File: config.mk
export PLATFORM = sky130hd
export DESIGN_NAME = adc_frame_fifo_writer
export DESIGN_NICKNAME = d
export VERILOG_FILES = /design/src/rtl/adc_frame_fifo_writer.sv
export SDC_FILE = /design/constraint.sdc
export NUM_CORES = 1
export LEC_CHECK = 0
export ABC_AREA = 0
export BUFFER_PORTS_ARGS = -buffer_cell sky130_fd_sc_hd__buf_2
export CORE_MARGIN = 5
export CORE_UTILIZATION = 30
export DETAILED_ROUTE_END_ITERATION = 6
export PLACE_DENSITY_LB_ADDON = 0.08
export SLEW_MARGIN = 15
export SYNTH_ARGS = -nofsm -noshare
export SYNTH_HDL_FRONTEND = slang
export SYNTH_SLANG_ARGS = --single-unit
File: constraint.sdc
create_clock -name CLK -period 12.17 [get_ports CLK]
set_input_delay 2.434 -clock CLK [delete_from_list [all_inputs] [get_ports CLK]]
set_output_delay 2.434 -clock CLK [all_outputs]
set_load 0.01 [all_outputs]
File: src/rtl/adc_frame_fifo_writer.sv
// adc_frame_fifo_writer: snapshots NCH ADC channel words on each DRDY rise and
// streams them, optionally behind a {SEQ,TS} header word, into a FIFO write port.
module adc_frame_fifo_writer #(
  parameter int NCH    = 4,
  parameter int W      = 64,
  parameter int HDR_EN = 1
) (
  input  logic                  CLK,
  input  logic                  nRST,
  input  logic                  DRDY,
  input  logic [NCH-1:0][W-1:0] DATA,
  input  logic                  WRFULL,
  output logic                  WRREQ,
  output logic [W-1:0]          WRDATA,
  output logic                  BUSY,
  output logic                  DROP,
  output logic [15:0]           DROP_CNT
);

  localparam int L  = NCH + HDR_EN;
  localparam int IW = (L > 1) ? $clog2(L) : 1;
  localparam int TW = W - 16;
  localparam logic [IW-1:0] LAST_IDX = IW'(L - 1);

  typedef enum logic [0:0] {
    IDLE  = 1'b0,
    WRITE = 1'b1
  } state_t;

  state_t        state_r, state_s;
  logic [IW-1:0] idx_r, idx_s;
  logic          drdy_q_r;
  logic [15:0]   seq_r, hdr_seq_r;
  logic [TW-1:0] ts_r, hdr_ts_r;
  logic [W-1:0]  shadow_r [NCH];
  logic          drop_r;
  logic [15:0]   drop_cnt_r;
  logic          rise_s, last_s, capture_s, overrun_s;
  logic [W-1:0]  word_s;

  // A rise is accepted when idle or on the very edge the last word leaves
  always_comb begin
    rise_s    = DRDY & ~drdy_q_r;
    last_s    = (state_r == WRITE) && (idx_r == LAST_IDX) && !WRFULL;
    capture_s = rise_s && ((state_r == IDLE) || last_s);
    overrun_s = rise_s && !capture_s;
  end

  // Next-state and word index
  always_comb begin
    state_s = state_r;
    idx_s   = idx_r;
    case (state_r)
      IDLE: begin
        if (capture_s) begin
          state_s = WRITE;
          idx_s   = {IW{1'b0}};
        end else begin
          state_s = IDLE;
          idx_s   = idx_r;
        end
      end
      WRITE: begin
        if (capture_s) begin
          state_s = WRITE;
          idx_s   = {IW{1'b0}};
        end else if (last_s) begin
          state_s = IDLE;
          idx_s   = {IW{1'b0}};
        end else if (!WRFULL) begin
          state_s = WRITE;
          idx_s   = idx_r + IW'(1'b1);
        end else begin
          state_s = WRITE;
          idx_s   = idx_r;
        end
      end
      default: begin
        state_s = IDLE;
        idx_s   = {IW{1'b0}};
      end
    endcase
  end

  // Outgoing word selected from registered header/shadow state only
  always_comb begin
    word_s = {W{1'b0}};
    if (state_r == WRITE) begin
      if ((HDR_EN != 0) && (idx_r == {IW{1'b0}})) begin
        word_s = {hdr_seq_r, hdr_ts_r};
      end else begin
        for (int i = 0; i < NCH; i++) begin
          word_s = (int'(idx_r) == (i + HDR_EN)) ? shadow_r[i] : word_s;
        end
      end
    end else begin
      word_s = {W{1'b0}};
    end
  end

  // Output mapping; WRREQ follows WRFULL combinationally
  always_comb begin
    WRREQ    = (state_r == WRITE) && !WRFULL;
    WRDATA   = word_s;
    BUSY     = (state_r == WRITE);
    DROP     = drop_r;
    DROP_CNT = drop_cnt_r;
  end

  // Control, counters and header capture
  always_ff @(posedge CLK) begin
    if (!nRST) begin
      state_r    <= IDLE;
      idx_r      <= {IW{1'b0}};
      drdy_q_r   <= 1'b1;
      seq_r      <= 16'h0000;
      ts_r       <= {TW{1'b0}};
      hdr_seq_r  <= 16'h0000;
      hdr_ts_r   <= {TW{1'b0}};
      drop_r     <= 1'b0;
      drop_cnt_r <= 16'h0000;
    end else begin
      state_r  <= state_s;
      idx_r    <= idx_s;
      drdy_q_r <= DRDY;
      ts_r     <= ts_r + TW'(1'b1);
      drop_r   <= overrun_s;
      if (overrun_s && (drop_cnt_r != 16'hFFFF)) begin
        drop_cnt_r <= drop_cnt_r + 16'd1;
      end else begin
        drop_cnt_r <= drop_cnt_r;
      end
      if (capture_s) begin
        seq_r     <= seq_r + 16'd1;
        hdr_seq_r <= seq_r;
        hdr_ts_r  <= ts_r;
      end else begin
        seq_r     <= seq_r;
        hdr_seq_r <= hdr_seq_r;
        hdr_ts_r  <= hdr_ts_r;
      end
    end
  end

  // Channel shadow registers, loaded only on capture
  always_ff @(posedge CLK) begin
    if (!nRST) begin
      for (int i = 0; i < NCH; i++) shadow_r[i] <= {W{1'b0}};
    end else if (capture_s) begin
      for (int i = 0; i < NCH; i++) shadow_r[i] <= DATA[i];
    end else begin
      for (int i = 0; i < NCH; i++) shadow_r[i] <= shadow_r[i];
    end
  end

endmodule
======== Word level (Yosys, flattened, before mapping) ========
Memories as Yosys holds them, arrays and structs flattened.
Cells that the tools add are included.
word-level totals
  register bits ........................... 150
  memory bits (writable) .................. 256
  input port bits ......................... 260
  output and inout port bits .............. 83
  word-level logic and storage cells ...... 73
  memories kept ........................... 1
memory list
  name      words  bits a word  rd ports  clocked after Yosys merged registers in  write ports  line  source
  shadow_r  4      64           4         0                                        4            35    logic [W-1:0] shadow_r [NCH];
operators by class
  add/sub/neg operators ................... 4
  equality and inequality tests ........... 8
  multiplexer cells ....................... 29
  bitwise operators ....................... 11
  reduce and logical (&&, ||, !) cells .... 11
operator list
  cell                   number
  $mux 64                14
  $add 48x1->48 const B  1
  $add 16x1->16 const B  2
  $ne 16x16->1 const B   1
  $eq 3x3->1 const B     4
  $mux 3                 4
  $mux 1                 9
  $or 1x1->1             8
  $logic_and 1x1->1      6
  $pmux 3 s2             1
  $ne 4x2->1 const B     1
  $add 3x1->3 const B    1
  $eq 3x2->1 const B     1
  $logic_not 3->1        1
  $logic_not 1->1        2
  $ne 2x2->1 const B     1
  $not 1->1              2
  $pmux 1 s2             1
  $reduce_and 2->1       1
  $and 1x1->1            1
  $logic_or 1x1->1       1

======== Depth between registers and ports, before layout ========
  depth in word-level cells ............... 10
  mapped depth ............................ 11
  mapped depth without buffers ............ 6

======== Worst setup path after synthesis ========
No wires, ideal clock.
  path kind ............................... input-to-reg
  from .................................... input port DRDY
  to ...................................... memory shadow_r[0][0], enable pin
  setup time .............................. 1,956 ps
  data arrival time ....................... 7,399 ps
  data required time ...................... 10,214 ps
  path slack .............................. 2,815 ps
  cell stages on the path ................. 5
  path buffers ............................ 2
  cells stage by stage .................... nand2b_1 > a21o_1 > clkbuf_1 > clkbuf_1 > nand2_1
RTL lines
  element      line  source
  from (decl)  10    input logic DRDY,
  to (decl)    35

======== Final worst setup path ========
  from .................................... register idx_r[2]
  to ...................................... output port WRDATA[57]
between the ends
  longest elaborated chain between the ends .. 7
  elaborated cells between the ends (all ways) .. 11
  those cells by class .................... eq/ne: 4; mux: 6; reduce/logical: 1
ends and longest elaborated chain
  element                 line  source
  from (decl)             31    logic [IW-1:0] idx_r, idx_s;
  from (signal assigned)  114   idx_r <= {IW{1'b0}};
  from (signal assigned)  124   idx_r <= idx_s;
  $eq 3x2->1              93    word_s = (int'(idx_r) == (i + HDR_EN)) ? shadow_r[i] : word_s;
  $mux 64 (4 in a row)    93
  $mux 64 *               89    if ((HDR_EN != 0) && (idx_r == {IW{1'b0}})) begin
  $mux 64 *               88    if (state_r == WRITE) begin
  to (decl)               14    output logic [W-1:0] WRDATA,
Mark *: on every way between the ends. The rest lies on a longest branch, timed or not.

==> flow_summary_export.csv <==
group,metric,value,unit
synth,synth.distinct_cells,48,
power_and_ir_drop,p_clk_share,45.6,%
global_route,grt_util_met2,24.5,%
timing,fin_crit,5.83,ns
worst_setup_path,path_buf_inv,3,
clocking,holdBufCountCts,0,
worst_setup_path,slowest_delay,0.61,ns
synth,synth-xor-area-share,0.841,%
global_route,antenna_found_initial,2,
worst_setup_path,cp_cell_sequence,"inv_1 -> ha_4 -> buf_4 -> o21ai_0 -> o211a_1 -> buf_2",
power_and_ir_drop,power_per_cell_area,138,mW/mm^2
worst_setup_path,path_max_fanout,65,
drt,vias,14190,
timing,hold_viol,0,
synth,synthSimpleGateAreaFrac,21.0,%
finish,drive_gt1_share,21.2,%
finish,syn2layout_area_growth,20.9,%
power_and_ir_drop,switching_power,0.698,mW
placed_design,gp_congestion,0.755,
synth,yosys_warnings,0,
floorplan,initial_core_util,30.3,%
floorplan,coreArea,0.0618,sq mm
worst_setup_path,cp.arrival,3.40,ns
synth,ys_seq_area_share,57.0,%
worst_setup_path,crit_path_top_delay_cell,"buf_4",
placed_design,placedCellCount,2829,
synth,netlist_area,0.0187,sq mm
timing,relSlewSlack,29.0,%
finish,nets,2311,
synth,synth_compound_area_share,12.5,%
timing,tightest_slew,1.06,ns
synth,synth_cells,1792,
floorplan,pin_count,343,
clocking,clk_pin_slew,0.06,ns
finish,finalNonFillerCells,2922,
drt,wl_per_cell,18.8,um
worst_setup_path,critical-path-top-delay-family,"buffers and inverters",
clocking,cts_root_buf,"clkbuf_16",
finish,fillers,6291,
clocking,cts.sinks,406,
timing,slew_violations,0,
run_status,outcome,"finished clean",
synth,synth_mux_area_share,4.44,%
placed_design,dp_hpwl,34.7,mm
placed_design,dp_slack,6.17,ns
drt,drt-initial-drc-count,848,
synth,synth.area.top_cells,"edfxtp_1 (41%), dfxtp_1 (16%), nand2_1 (6.0%)",
synth,syn_area_per_cell,10.5,sq um
timing,tns,0,ns
global_route,grt_max_degree,155,
power_and_ir_drop,leakage,9.37,nW
power_and_ir_drop,seqPwrFrac,49.5,%
synth,synth_top_family_by_area,"simple AND/OR/NAND/NOR gates",
timing,setup_viol,0,
synth,yosysTopAreaCellShare,41.0,%
clocking,cts_max_path_buffers,3,
placed_design,portBuffers,342,
synth,syn_nets,2060,
global_route,grt_overflow,0,
drt,first_pass_iters,7,
timing,fin_skew,0.0137,ns
global_route,grt_busiest_layer,"met2",
floorplan,dieArea,0.0676,sq mm
global_route,use_met3,2.54,%
global_route,grt_first_pass_wirelength,84.2,mm
floorplan,rows,91,
global_route,globalRouteMet1Util,22.1,%
synth,synth_top_area_cell,"edfxtp_1",
synth,ys_ff_latch,406,
clocking,ctsResizeCount,0,
timing,period_share,47.9,%
run,cap_violations,0,
timing,worst_slack,6.34,ns
synth,synthArstFlopShare,0,%
global_route,grt_util_all_layers,15.5,%
drt,routed_via_density,4.86,
floorplan,die_h,260,um
worst_setup_path,critPathLaunchType,"flop",
clocking,post_cts_buffers,0,
clocking,numCtsBuffers,49,
worst_setup_path,worstSetupEndpointType,"primary output",
drt,drc,0,
worst_setup_path,worstSetupPathType,"reg2out",
clocking,clk_latency,0.59,ns
finish,postLayoutCoreUtil,36.7,%
power_and_ir_drop,p_int,2.43,mW
power_and_ir_drop,combinationalPowerShare,4.9,%
synth,synth_top_flop_cell,"edfxtp_1",
clocking,cts_tree,"built",
drt,routed_wl,54.9,mm
drt,ant_nets,0,
synth,synth_fa_ha_area_share,0.534,%
timing,rsz0062_at_grt,"false",
timing,max_freq,0.172,GHz
global_route,first_global_vias,14281,
power_and_ir_drop,p_sw_share,22.3,%
clocking,h-tree-depth,2,
synth,synth_edf_count,256,
worst_setup_path,worst_ep_required_time,9.74,ns
power_and_ir_drop,fin_total_pwr,3.12,mW
floorplan,die_x,260,um
min_path,worst_hold_path_type,"reg2reg",
power_and_ir_drop,vdd_ir_drop_max,0.0000932,V
[logic make-up after synthesis]
group                    after synthesis
flip-flops                           406
multiplexers                          83
AO/OA/AOI/OAI                        350
adder cells (fa/ha/maj)                8
AND/OR/NAND/NOR                      753
XOR/XNOR                              18
buffers and inverters                174
[synthesized netlist by cell type (2+ instances only)]
| library cell | number |
|---|---|
| and4_1 | 11 |
| or2_2 | 3 |
| nor2_1 | 24 |
| buf_6 | 2 |
| a211oi_1 | 2 |
| xor2_1 | 9 |
| nor2b_1 | 3 |
| o21ai_0 | 77 |
| edfxtp_1 | 256 |
| o41ai_1 | 4 |
| nand4_1 | 29 |
| inv_1 | 18 |
| or3_1 | 12 |
| and2_1 | 134 |
| xnor2_1 | 9 |
| a31o_2 | 2 |
| buf_1 | 8 |
| or4_1 | 24 |
| a22oi_1 | 64 |
| nand2b_1 | 20 |
| a2111oi_0 | 2 |
| nand3_1 | 23 |
| dfxtp_1 | 150 |
| nand2_1 | 302 |
| nand3b_1 | 3 |
| nor4_1 | 19 |
| a21oi_1 | 106 |
| buf_2 | 9 |
| nor4b_1 | 2 |
| nor3_1 | 3 |
| ha_1 | 8 |
| o311ai_0 | 2 |
| mux2i_1 | 82 |
| o211a_1 | 64 |
| o31ai_1 | 21 |
| and3_1 | 137 |
| clkbuf_1 | 137 |
[cells in the final DEF (no fill, tap or decap), drive strengths merged, types with 3 or more instances in the layout]
master and n:
and2 134, o41ai 4, edfxtp 256, o211a 64, and4 11, or2 3, or4 24, a22oi 64
and3 137, nand2 302, xnor2 9, dfxtp 150, o31ai 21, clkinv 9, a21oi 106, nor2 24
nor3 3, clkbuf 81, nand2b 20, nand3 23, nor2b 3, inv 19, ha 8, nor4 19
nand3b 3, nand4 30, o21ai 77, xor2 9, mux2i 82, buf 356, or3 12
[worst paths after layout]
kind / cells after the start / startpoint / endpoint / slack, ns
worst min register to register: 2 / hdr_seq_r[14] / hdr_seq_r[14] / 0.45
worst max-delay path: 6 / idx_r[2] / WRDATA[57] / 6.34
worst max register to register: 9 / idx_r[0] / seq_r[12] / 6.60
worst min-delay path: 2 / hdr_seq_r[14] / hdr_seq_r[14] / 0.45
[power groups by stage]
stage               sequential, mW  clock, mW  combinational [mW]
global route                  1.55       1.53               0.172
CTS                           1.55       1.48               0.158
floorplan                     1.58          0              0.0823
global placement              1.57          0               0.157
finish                        1.55       1.42               0.153
detailed placement            1.58          0               0.157
[worst reg2reg max path: stages, from the launching register on]
cell	delay, ns
dfxtp_1	0.33
inv_1	0.14
ha_4	0.63
buf_4	0.76
nand3b_1	0.74
a21oi_4	0.73
buf_4	0.70
buf_4	0.98
a31o_2	0.34
a21oi_1	0.06
[cell type report]
cell class                 count  area (sq um)  share of cell area, %
sequential                   406         10700                   47.2
multi-input combinational   1212          7440                   32.8
timing repair buffer         356          1840                   8.10
clock buffer                  81          1510                   6.66
tap                          837          1050                   4.62
inverter                      18          70.1                  0.309
clock inverter                10          56.3                  0.248
antenna                        2          5.00                 0.0221
[per-layer routing]
| layer | vias to the layer above | share of wire (%) |
|---|---|---|
| met3 | 80 | 4.4 |
| met1 | 6781 | 47 |
| met4 | 0 | 2.1 |
| met2 | 301 | 46 |
| met5 | - | 0 |
| li1 | 7028 | - |
[through the flow]
stage          hold WS, ns  area (sq um)
3_5_place_dp         0.450         21100
4_1_cts              0.459         22700
5_1_grt              0.474         22700
2_1_floorplan        0.436         18700
3_3_place_gp         0.445         21100
6_report             0.455         22700
[state kept, by name (all words and copies together), names as in the netlist]
name,count
DROP_CNT,16
DROP,1
shadow_r,256
hdr_seq_r,16
idx_r,3
hdr_ts_r,48
ts_r,48
drdy_q_r,1
BUSY,1
seq_r,16
Note: power is estimated with default switching activity, not from simulation.
